$ cat config.mk
export PLATFORM = sky130hd
export DESIGN_NAME = maindec
export DESIGN_NICKNAME = d
export VERILOG_FILES = /design/src/rtl/maindec_pkg.sv /design/src/rtl/maindec.sv
export SDC_FILE = /design/constraint.sdc
export NUM_CORES = 1
export LEC_CHECK = 0
export CAP_MARGIN = 15
export CORE_UTILIZATION = 30
export DETAILED_ROUTE_END_ITERATION = 10
export PLACE_DENSITY = 0.77
export RECOVER_POWER = 50
export SKIP_LAST_GASP = 1
export SLEW_MARGIN = 20
export SYNTH_ARGS = -nofsm -noshare
export SYNTH_HDL_FRONTEND = slang
export SYNTH_SLANG_ARGS = --single-unit
$ cat constraint.sdc
create_clock -name clk -period 1.5 [get_ports clk]
set_clock_uncertainty 0.2 [all_clocks]
set_input_delay 0.3 -clock clk [delete_from_list [all_inputs] [get_ports clk]]
set_output_delay 0.3 -clock clk [all_outputs]
set_load 0.005 [all_outputs]
$ cat src/rtl/maindec_pkg.sv
// Shared encodings for the multicycle main decoder and its ALU decoder.
package maindec_pkg;

  typedef enum logic [3:0] {
    FETCH   = 4'd0,
    DECODE  = 4'd1,
    MEMADR  = 4'd2,
    MEMRD   = 4'd3,
    MEMWB   = 4'd4,
    MEMWR   = 4'd5,
    EXECUTE = 4'd6,
    ALUWB   = 4'd7,
    ADDIEX  = 4'd8,
    ADDIWB  = 4'd9,
    BRANCH  = 4'd10,
    JUMP    = 4'd11,
    HALT    = 4'd12
  } statetype;

  localparam logic [3:0] OP_RTYPE = 4'b0000;
  localparam logic [3:0] OP_LW    = 4'b0001;
  localparam logic [3:0] OP_SW    = 4'b0010;
  localparam logic [3:0] OP_ADDI  = 4'b0011;
  localparam logic [3:0] OP_BEQ   = 4'b0100;
  localparam logic [3:0] OP_J     = 4'b0101;

  localparam logic [1:0] ALUOP_ADD   = 2'b00;
  localparam logic [1:0] ALUOP_SUB   = 2'b01;
  localparam logic [1:0] ALUOP_FUNCT = 2'b10;

endpackage

$ cat src/rtl/maindec.sv
// Multicycle main control FSM: sequences each instruction and drives the
// datapath enables, mux selects and the aluop code for aludec.
//
// state   | meaning
// FETCH   | read instruction at PC, PC += 2 (stalls on mem_ready)
// DECODE  | read registers, branch target into ALUOut, dispatch on op
// MEMADR  | compute lw/sw effective address
// MEMRD   | read data memory (stalls on mem_ready)
// MEMWB   | write MDR to rt
// MEMWR   | write data memory (stalls on mem_ready)
// EXECUTE | R-type ALU operation
// ALUWB   | write ALUOut to rd
// ADDIEX  | rs + sign-ext imm
// ADDIWB  | write ALUOut to rt
// BRANCH  | compare rs/rt, conditional PC load from ALUOut
// JUMP    | unconditional PC load from jump target
// HALT    | illegal opcode trap, sticky until reset
module maindec
  import maindec_pkg::*;
#(
  parameter int n = 16
) (
  input  logic           clk,
  input  logic           reset,
  input  logic [n-1:n-4] op,
  input  logic           mem_ready,
  output logic           pcwrite,
  output logic           branch,
  output logic           iord,
  output logic           memwrite,
  output logic           irwrite,
  output logic           regwrite,
  output logic           regdst,
  output logic           memtoreg,
  output logic           alusrca,
  output logic [1:0]     alusrcb,
  output logic [1:0]     pcsrc,
  output logic [1:0]     aluop,
  output logic           halt,
  output logic [3:0]     state
);

  statetype state_q, state_d;

  always_ff @(posedge clk or negedge reset) begin
    if (!reset) state_q <= FETCH;
    else        state_q <= state_d;
  end

  always_comb begin
    state_d = state_q;
    case (state_q)
      FETCH:   if (mem_ready) state_d = DECODE;
      DECODE: begin
        case (op)
          OP_RTYPE:     state_d = EXECUTE;
          OP_LW, OP_SW: state_d = MEMADR;
          OP_ADDI:      state_d = ADDIEX;
          OP_BEQ:       state_d = BRANCH;
          OP_J:         state_d = JUMP;
          default:      state_d = HALT;
        endcase
      end
      MEMADR:  state_d = (op == OP_SW) ? MEMWR : MEMRD;
      MEMRD:   if (mem_ready) state_d = MEMWB;
      MEMWB:   state_d = FETCH;
      MEMWR:   if (mem_ready) state_d = FETCH;
      EXECUTE: state_d = ALUWB;
      ALUWB:   state_d = FETCH;
      ADDIEX:  state_d = ADDIWB;
      ADDIWB:  state_d = FETCH;
      BRANCH:  state_d = FETCH;
      JUMP:    state_d = FETCH;
      HALT:    state_d = HALT;
      default: state_d = FETCH;
    endcase
  end

  always_comb begin
    pcwrite  = 1'b0;
    branch   = 1'b0;
    iord     = 1'b0;
    memwrite = 1'b0;
    irwrite  = 1'b0;
    regwrite = 1'b0;
    regdst   = 1'b0;
    memtoreg = 1'b0;
    alusrca  = 1'b0;
    alusrcb  = 2'b00;
    pcsrc    = 2'b00;
    aluop    = ALUOP_ADD;
    halt     = 1'b0;
    case (state_q)
      FETCH: begin
        alusrcb = 2'b01;
        irwrite = mem_ready;
        pcwrite = mem_ready;
      end
      DECODE:  alusrcb = 2'b11;
      MEMADR: begin
        alusrca = 1'b1;
        alusrcb = 2'b10;
      end
      MEMRD:   iord = 1'b1;
      MEMWB: begin
        memtoreg = 1'b1;
        regwrite = 1'b1;
      end
      MEMWR: begin
        iord     = 1'b1;
        memwrite = 1'b1;
      end
      EXECUTE: begin
        alusrca = 1'b1;
        aluop   = ALUOP_FUNCT;
      end
      ALUWB: begin
        regdst   = 1'b1;
        regwrite = 1'b1;
      end
      ADDIEX: begin
        alusrca = 1'b1;
        alusrcb = 2'b10;
      end
      ADDIWB:  regwrite = 1'b1;
      BRANCH: begin
        alusrca = 1'b1;
        aluop   = ALUOP_SUB;
        branch  = 1'b1;
        pcsrc   = 2'b01;
      end
      JUMP: begin
        pcsrc   = 2'b10;
        pcwrite = 1'b1;
      end
      HALT:    halt = 1'b1;
      default: ;
    endcase
    // The FETCH enables follow mem_ready, so gate them while reset is held.
    if (!reset) begin
      pcwrite  = 1'b0;
      irwrite  = 1'b0;
      memwrite = 1'b0;
      regwrite = 1'b0;
      branch   = 1'b0;
    end
  end

  assign state = state_q;

endmodule
-- After elaboration in Yosys (flattened, before gate mapping)
Cells that the tools add are included.
- flip-flop bits (word level): 4
- input port bits: 7
- output and inout bits: 20
- word-level logic and storage cells: 53
- eq/ne operators: 20
- muxes and demuxes: 24
- reductions and logical operators: 8
- operators with widths (operator ; count):
    one-hot mux 4 bit (8 select lines) ; 1
    equality test 4 x 3 -> 1 bit, second input constant ; 6
    equality test 4 bit, second input constant ; 5
    one-hot mux 4 bit (5 select lines) ; 1
    equality test 4 x 2 -> 1 bit, second input constant ; 4
    two-way mux 1 bit ; 14
    two-way mux 4 bit ; 3
    equality test 4 x 1 -> 1 bit, second input constant ; 2
    logical NOT 4 bit ; 2
    one-hot mux 2 bit (2 select lines) ; 2
    != test 2 bit, second input constant ; 3
    one-hot mux 2 bit (3 select lines) ; 1
    OR reduction 2 bit ; 3
    OR reduction 4 bit ; 1
    two-way mux 3 bit ; 1
    AND reduction 3 bit ; 1
    OR reduction 3 bit ; 1
    one-hot mux 1 bit (2 select lines) ; 1

-- Depth between registers and ports, before layout
Gate-level depths: netlist (run 1).
- word-level depth: 4
- mapped depth: 5
- gate-level depth less buffers: 3

-- Worst setup path before layout (run 1)
Ideal clock, no wire load.
- path kind: reg-to-output
- start: reg state_q[1], in the netlist state[1]
- end: out pcwrite
- data arrival time: 1.204 ns
- data required time: 1.000 ns
- setup slack: -0.204 ns
- cell stages (with the launch flop): 6
- buffers on the path: 2
- cell sequence: dfrtp_1 buf_2 buf_2 nor4b_1 a31oi_1 nor3_1
- cells in the longest elaborated chain, start to end: 3
- elaborated cells between the ends (all ways): 4
- those cells by class: 1 x eq/ne; 2 x mux; 1 x reduce/logical
- ends and longest elaborated chain (what ; line ; text):
    start: declaration ; maindec.sv:43 ; statetype state_q, state_d;
    start signal: assignment ; maindec.sv:47 ; else state_q <= state_d;
    equality test 4 bit / logical NOT 4 bit (equally long branches) ; maindec.sv:93 ; case (state_q)
    one-hot mux 1 bit (2 select lines) * ; maindec.sv:93 ;
    two-way mux 1 bit * ; maindec.sv:140 ; if (!reset) begin
    end: declaration ; maindec.sv:27 ; output logic pcwrite,
Every way passes the cells marked *; elsewhere a longest branch is shown, timed or not.

-- Worst setup path after layout (run 1)
- start: reg state_q[1], in the netlist state[1]
- end: out alusrcb[1]
- cells in the longest elaborated chain, start to end: 3
- elaborated cells between the ends (all ways): 6
- those cells by class: 3 x eq/ne; 1 x mux; 2 x reduce/logical
- ends and longest elaborated chain (what ; line ; text):
    equality test 4 bit / equality test 4 x 2 -> 1 bit (equally long branches) ; maindec.sv:93 ;
    OR reduction 2 bit (no source line) ; - ;
    one-hot mux 2 bit (3 select lines) * ; maindec.sv:93 ;
    end: declaration ; maindec.sv:36 ; output logic [1:0] alusrcb,
Marked as above.

==> results.ini, run 1 <==
[status]
status = complete, but fails checks
violations = negative setup slack

[synthesis]
yosys_warnings = 0
post_synth.cell_area_avg_sq_um = 7.126
synth-seq-cells = 4
netlist_instances = 69
synthDistinctLibCells = 33
syn_area_sq_um = 491.7
ys_seq_area_share_pct = 20.36
syn_nets = 76

[floorplan]
die_h_microns = 42.49
die_w_microns = 42.49
die_area_sq_um = 1805
num_io_pins = 27
num_rows = 14
coreArea_sq_um = 1524
start_util_pct = 32.27

[worst_setup_path]
cp_top_family = buffers and inverters
critPathMaxStageDelay_ps = 420
end_kind = output pin
worst-path-buf-inv = 4
reg2reg_slack_ps = -400
worstPathMaxFanout = 4
cp.arrival_ps = 1640
start_kind = flip-flop
critPathSlowestCell = dfrtp_2
crit_type = reg2out
cp.required_ps = 1000
r2r_start = state[1]
r2r_cells = 7
crit_path_cell_trace = buf_4, buf_4, buf_6, o21ai_1, o21ai_1, nor2_1, buf_2
r2r_end = state[0]

[sta]
fin_crit_sh_pct = 142.9
setup_viol = 24
worst_slew_pin_slew_ps = 238.9
rsz0062_at_grt = yes
setup_tns_ps = -7942
relSlewSlack_pct = 83.91
fin_ws_ps = -643.6
period_minus_slack_ps = 2144
drv_slew = 0
fmax_mhz = 466.5
hold_viol = 0

[global_route]
grt_usage_pct = 33.22
grt_pass1_vias = 891
grt_pass1_wl_microns = 4457
grt-ovfl-total = 0
antenna_found_initial = 0
grt_max_degree = 10

[drt]
ant_nets = 0
routed_wl_microns = 3560
drtPass1Iterations = 4
drc = 0
vias_per_cell = 6.068
dr_total_vias = 977
drtIter0Drc = 35
post_drt_wl_per_cell_microns = 22.11

[power]
leakagePower_nw = 0.6573
powerDensity_nw_per_um2 = 2212
vdd_drop_max_mv = 1.336

[layout]
final_nets = 154
fin_cells = 161
area_delta_synth_final_pct = 179.9
drive_above_1_share_pct = 76.55
fin_util_pct = 90.31
largest_reg_flops = 4
num_antenna_cells = 0

[worst_hold_path]
hold_path_end = state[2]
hold-path-cell-count = 4
min_from = op[15]
hp-class = in2reg

[place]
dp_cells = 129
dp_hpwl_microns = 1350
gp_congestion = 0.8558
numPortBuffers = 26
dp_worst_setup_slack_ps = -779.0

[clock_tree]
htreeDepth = 1
cts_buffer_depth = 2
cts_root_buf = clkbuf_4
worst_skew_pair.late_latency_ps = 240
cts_num_sinks = 4
ctsHoldBuffers = 0
cts_tree = yes
cts_buffers = 3
path_clk_slew_ps = 40

[run]
cap_viol_max_count = 0

[worst min-delay path, stage by stage]
cell            delay (ps)
dlymetal6s2s_1         180
a211oi_4                70
o31ai_2                 60
a221o_1                140
[Yosys cell counts (all sizes together)]
cell    number  area share [%]
nor2        10             7.6
nand2b       7             8.9
nor3         5             5.1
a21oi        4             4.1
dfrtp        4              20
buf          3             3.1
clkbuf       3             2.5
inv          3             2.3
o21ai        3             3.1
a211oi       2             3.1
and3         2             2.5
nand2        2             1.5
nor4b        2             3.6
o211ai       2             4.1
a211o        1             2.0
a21boi       1             1.5
a221o        1             2.0
a31oi        1             1.3
a32oi        1             1.8
a41oi        1             1.8
nand3        1             1.0
nand3b       1             1.5
nor2b        1             1.3
nor3b        1             1.5
o21bai       1             1.5
o22a         1             1.8
o31ai        1             1.5
or3          1             1.3
or4b         1             2.8
xnor2        1             1.8
xor2         1             1.8
[repair_timing]
action	CTS	global route
pin swaps	19	17
buffers inserted	21	11
gates resized for setup	103	48
setup endpoints to repair	23	24
[report_power, final]
part / switching [mW] / internal, mW / total [mW]
clock network: 0.0580 / 0.0905 / 0.148
logic: 1.19 / 1.44 / 2.63
registers: 0.0932 / 0.170 / 0.263
total: 1.35 / 1.70 / 3.04
[area by class of cell]
class | instances | area (sq um)
clock buffers | 3 | 22.52
fillers | 57 | 147.6
inverters | 3 | 11.26
multi-input cells | 56 | 549.3
flip-flops and latches | 4 | 105.1
well taps | 16 | 20.02
repair buffers | 79 | 668.1
[how the worst max path moves through the flow]
stage | from | end | slack (ps) | cells past startpoint
after floorplan | state[1] | pcwrite | -120 | 5
after global placement | mem_ready | pcwrite | -720 | 5
after detailed placement | mem_ready | pcwrite | -780 | 5
after CTS | state[1] | pcwrite | -510 | 6
after global routing | state[1] | alusrcb[1] | -730 | 7
final | state[1] | alusrcb[1] | -640 | 7
[placed cells by master, fill, tap and decap left out, types with 2 or more instances in the layout]
cell | netlist | layout
buf_4 | 0 | 30
buf_6 | 0 | 25
buf_2 | 3 | 14
nand2b_4 | 0 | 5
nor2_2 | 0 | 4
clkdlybuf4s50_1 | 0 | 4
dfrtp_2 | 0 | 4
nor2_4 | 0 | 3
nor2_1 | 10 | 3
clkbuf_4 | 0 | 3
nor3_4 | 0 | 2
o21ai_1 | 0 | 2
inv_1 | 3 | 2
nor4b_4 | 0 | 2
nor3_2 | 0 | 2
nand2b_1 | 7 | 2
a21oi_2 | 0 | 2
a21oi_1 | 4 | 2
clkbuf_2 | 1 | 2
[through the flow]
stage          power [mW]  instance area (sq um)  hold slack, ps
2_1_floorplan      0.9520                  531.8          -195.6
3_3_place_gp        1.580                  939.7           498.9
3_5_place_dp        1.608                  939.7           500.3
4_1_cts             2.315                   1192           240.5
5_1_grt             3.152                   1376           375.7
6_report            3.044                   1376           345.3
[metal layers]
layer	track usage, %	part of all wire, %
met5	0	0
met4	13.75	6.3
met3	7.328	8.1
met2	54.77	47
met1	41.36	39
[cell families after synthesis]
logic type	after synthesis	share of synthesized area (%)
AND/OR/NAND/NOR	34	38.68
buffers and inverters	9	7.887
AO/OA/AOI/OAI	20	29.52
flip-flops	4	20.36
XOR/XNOR	2	3.563
No activity file was read; power rests on OpenSTA's default activity.
==> run 2, diff against run 1 <==
CORE_UTILIZATION = 33   (was 30)
PLACE_DENSITY = 0.83   (was 0.77)
SKIP_CTS_REPAIR_TIMING = 1   (was not set)
==> run 2 against run 1 <==
  * The run still ends with negative setup slack left
  * Combinational power is 21% lower
  * Sequential power decreased by 11%
  * Fmax rose by 12%
  * First-iteration DRC count up 8.6%
  * Cell count is 9.9% lower
  * Register-to-register slack better by 250 ps
  * Core utilization shrank 2.0 points
  * Non-clock buffer count is 15 lower
  * Critical endpoint is now pcwrite
  * Via count fell by 18%
  * Critical path type unchanged
==> results.ini, run 2 (synthesized netlist as in run 1, its figures left out) <==
[drt]
dr_total_vias = 806
drc = 0
post_drt_wl_per_cell_microns = 17.32
drtIter0Drc = 38
routed_wl_microns = 2511
ant_nets = 0
drtPass1Iterations = 4
vias_per_cell = 5.559

[worst_setup_path]
end_kind = output pin
cp.arrival_ps = 1410
startpoint = state[0]
cp.required_ps = 1000
r2r_start = state[2]
worstPathMaxFanout = 3
crit_type = reg2out
start_kind = flip-flop

[layout]
multi_input_area_sq_um = 483.0
nFillCells = 65
num_antenna_cells = 0
area_delta_synth_final_pct = 142.5
final_nets = 139
largest_reg_flops = 4
drive_above_1_share_pct = 60.77
regArea_sq_um = 103.9
final_cell_mix = 26 x buf_4, 14 x buf_6, 11 x buf_2, 8 x dlymetal6s2s_1, 6 x nor2_1
fin_cells = 145
mostFrequentLayoutCell = buf_4

[clock_tree]
cts_num_sinks = 4
cts_root_buf = clkbuf_4
cts_tree = yes
cts_buffer_depth = 2
worst_skew_pair.late_latency_ps = 240
cts_buffers = 3
path_clk_slew_ps = 40
htreeDepth = 1

[run]
cap_viol_max_count = 0

[sta]
drv_slew = 0
period_minus_slack_ps = 1914
fin_ws_ps = -414.1
rsz0062_at_grt = yes
fmax_mhz = 522.4
relSlewSlack_pct = 84.52
worst_slew_pin_slew_ps = 230.8
fin_hold_ws_ps = 199.8
setup_viol = 21
fin_crit_sh_pct = 127.6
setup_tns_ps = -5520
hold_viol = 0

[floorplan]
coreArea_sq_um = 1350
start_util_pct = 36.42
num_io_pins = 27
die_h_microns = 40.60
die_w_microns = 40.60
die_area_sq_um = 1648
num_rows = 13

[global_route]
grt_usage_pct = 24.80
grt_pass1_vias = 616
antenna_found_initial = 0
grt-ovfl-total = 0
grt_max_degree = 15
grt_pass1_wl_microns = 2656

[status]
status = complete, but fails checks
violations = negative setup slack

[power]
leakagePower_nw = 0.6273
powerDensity_nw_per_um2 = 2052
p_total_mw = 2.447
vdd_drop_max_mv = 1.460

[place]
dp_cells = 127
gp_congestion = 0.7628
numPortBuffers = 26
dp_hpwl_microns = 1388

[worst_hold_path]
hp-class = in2async

## run 2: worst paths after layout
| check | to | cells past startpoint | slack [ps] |
|---|---|---|---|
| hold reg to reg | state[1] | 2 | 420 |
| setup / recovery | pcwrite | 5 | -410 |
| max in group asynchronous | state[3] | 2 | 770 |
| min in group clk | state[1] | 4 | 340 |
| hold / removal | state[1] | 2 | 200 |
| setup reg to reg | state[2] | 5 | -150 |
## run 2: layout make-up
class                   instances  area share, %
repair buffers                 64          46.38
multi-input cells              56          40.50
flip-flops and latches          4          8.709
clock buffers                   3          1.889
well taps                      15          1.574
inverters                       3         0.9444
## run 2: per-stage QoR
| stage | area, sq um | util, % | worst slack (ps) |
|---|---|---|---|
| 2_1_floorplan | 531.8 | - | -115.1 |
| 3_3_place_gp | 930.9 | 68.95 | -749.5 |
| 3_5_place_dp | 930.9 | 68.95 | -752.1 |
| 4_1_cts | 953.4 | 70.62 | -898.2 |
| 5_1_grt | 1192 | 88.32 | -505.1 |
| 6_report | 1192 | 88.32 | -414.1 |
## run 2: power breakdown
| part | leakage [nW] | internal, mW | total (mW) | switching (mW) |
|---|---|---|---|---|
| Sequential | 0.0469 | 0.168 | 0.235 | 0.0665 |
| Combinational | 0.567 | 1.15 | 2.07 | 0.924 |
| Clock | 0.0138 | 0.0901 | 0.144 | 0.0534 |
| Total | 0.627 | 1.40 | 2.45 | 1.04 |
## run 2: critical path, cell delays in order (launching register included)
cell	delay, ps
dfrtp_2	420
buf_4	160
nor4b_4	260
a31oi_1	70
nor3_1	120
buf_2	140
## run 2: per-layer routing
metal	vias to the layer above	part of all wire (%)	track usage, %	wire length (microns)
met4	0	1.5	15.00	38
met1	389	38	29.37	960
li1	374	-	-	-
met2	37	55	41.27	1372
met3	6	5.6	3.889	140
met5	-	0	0	0
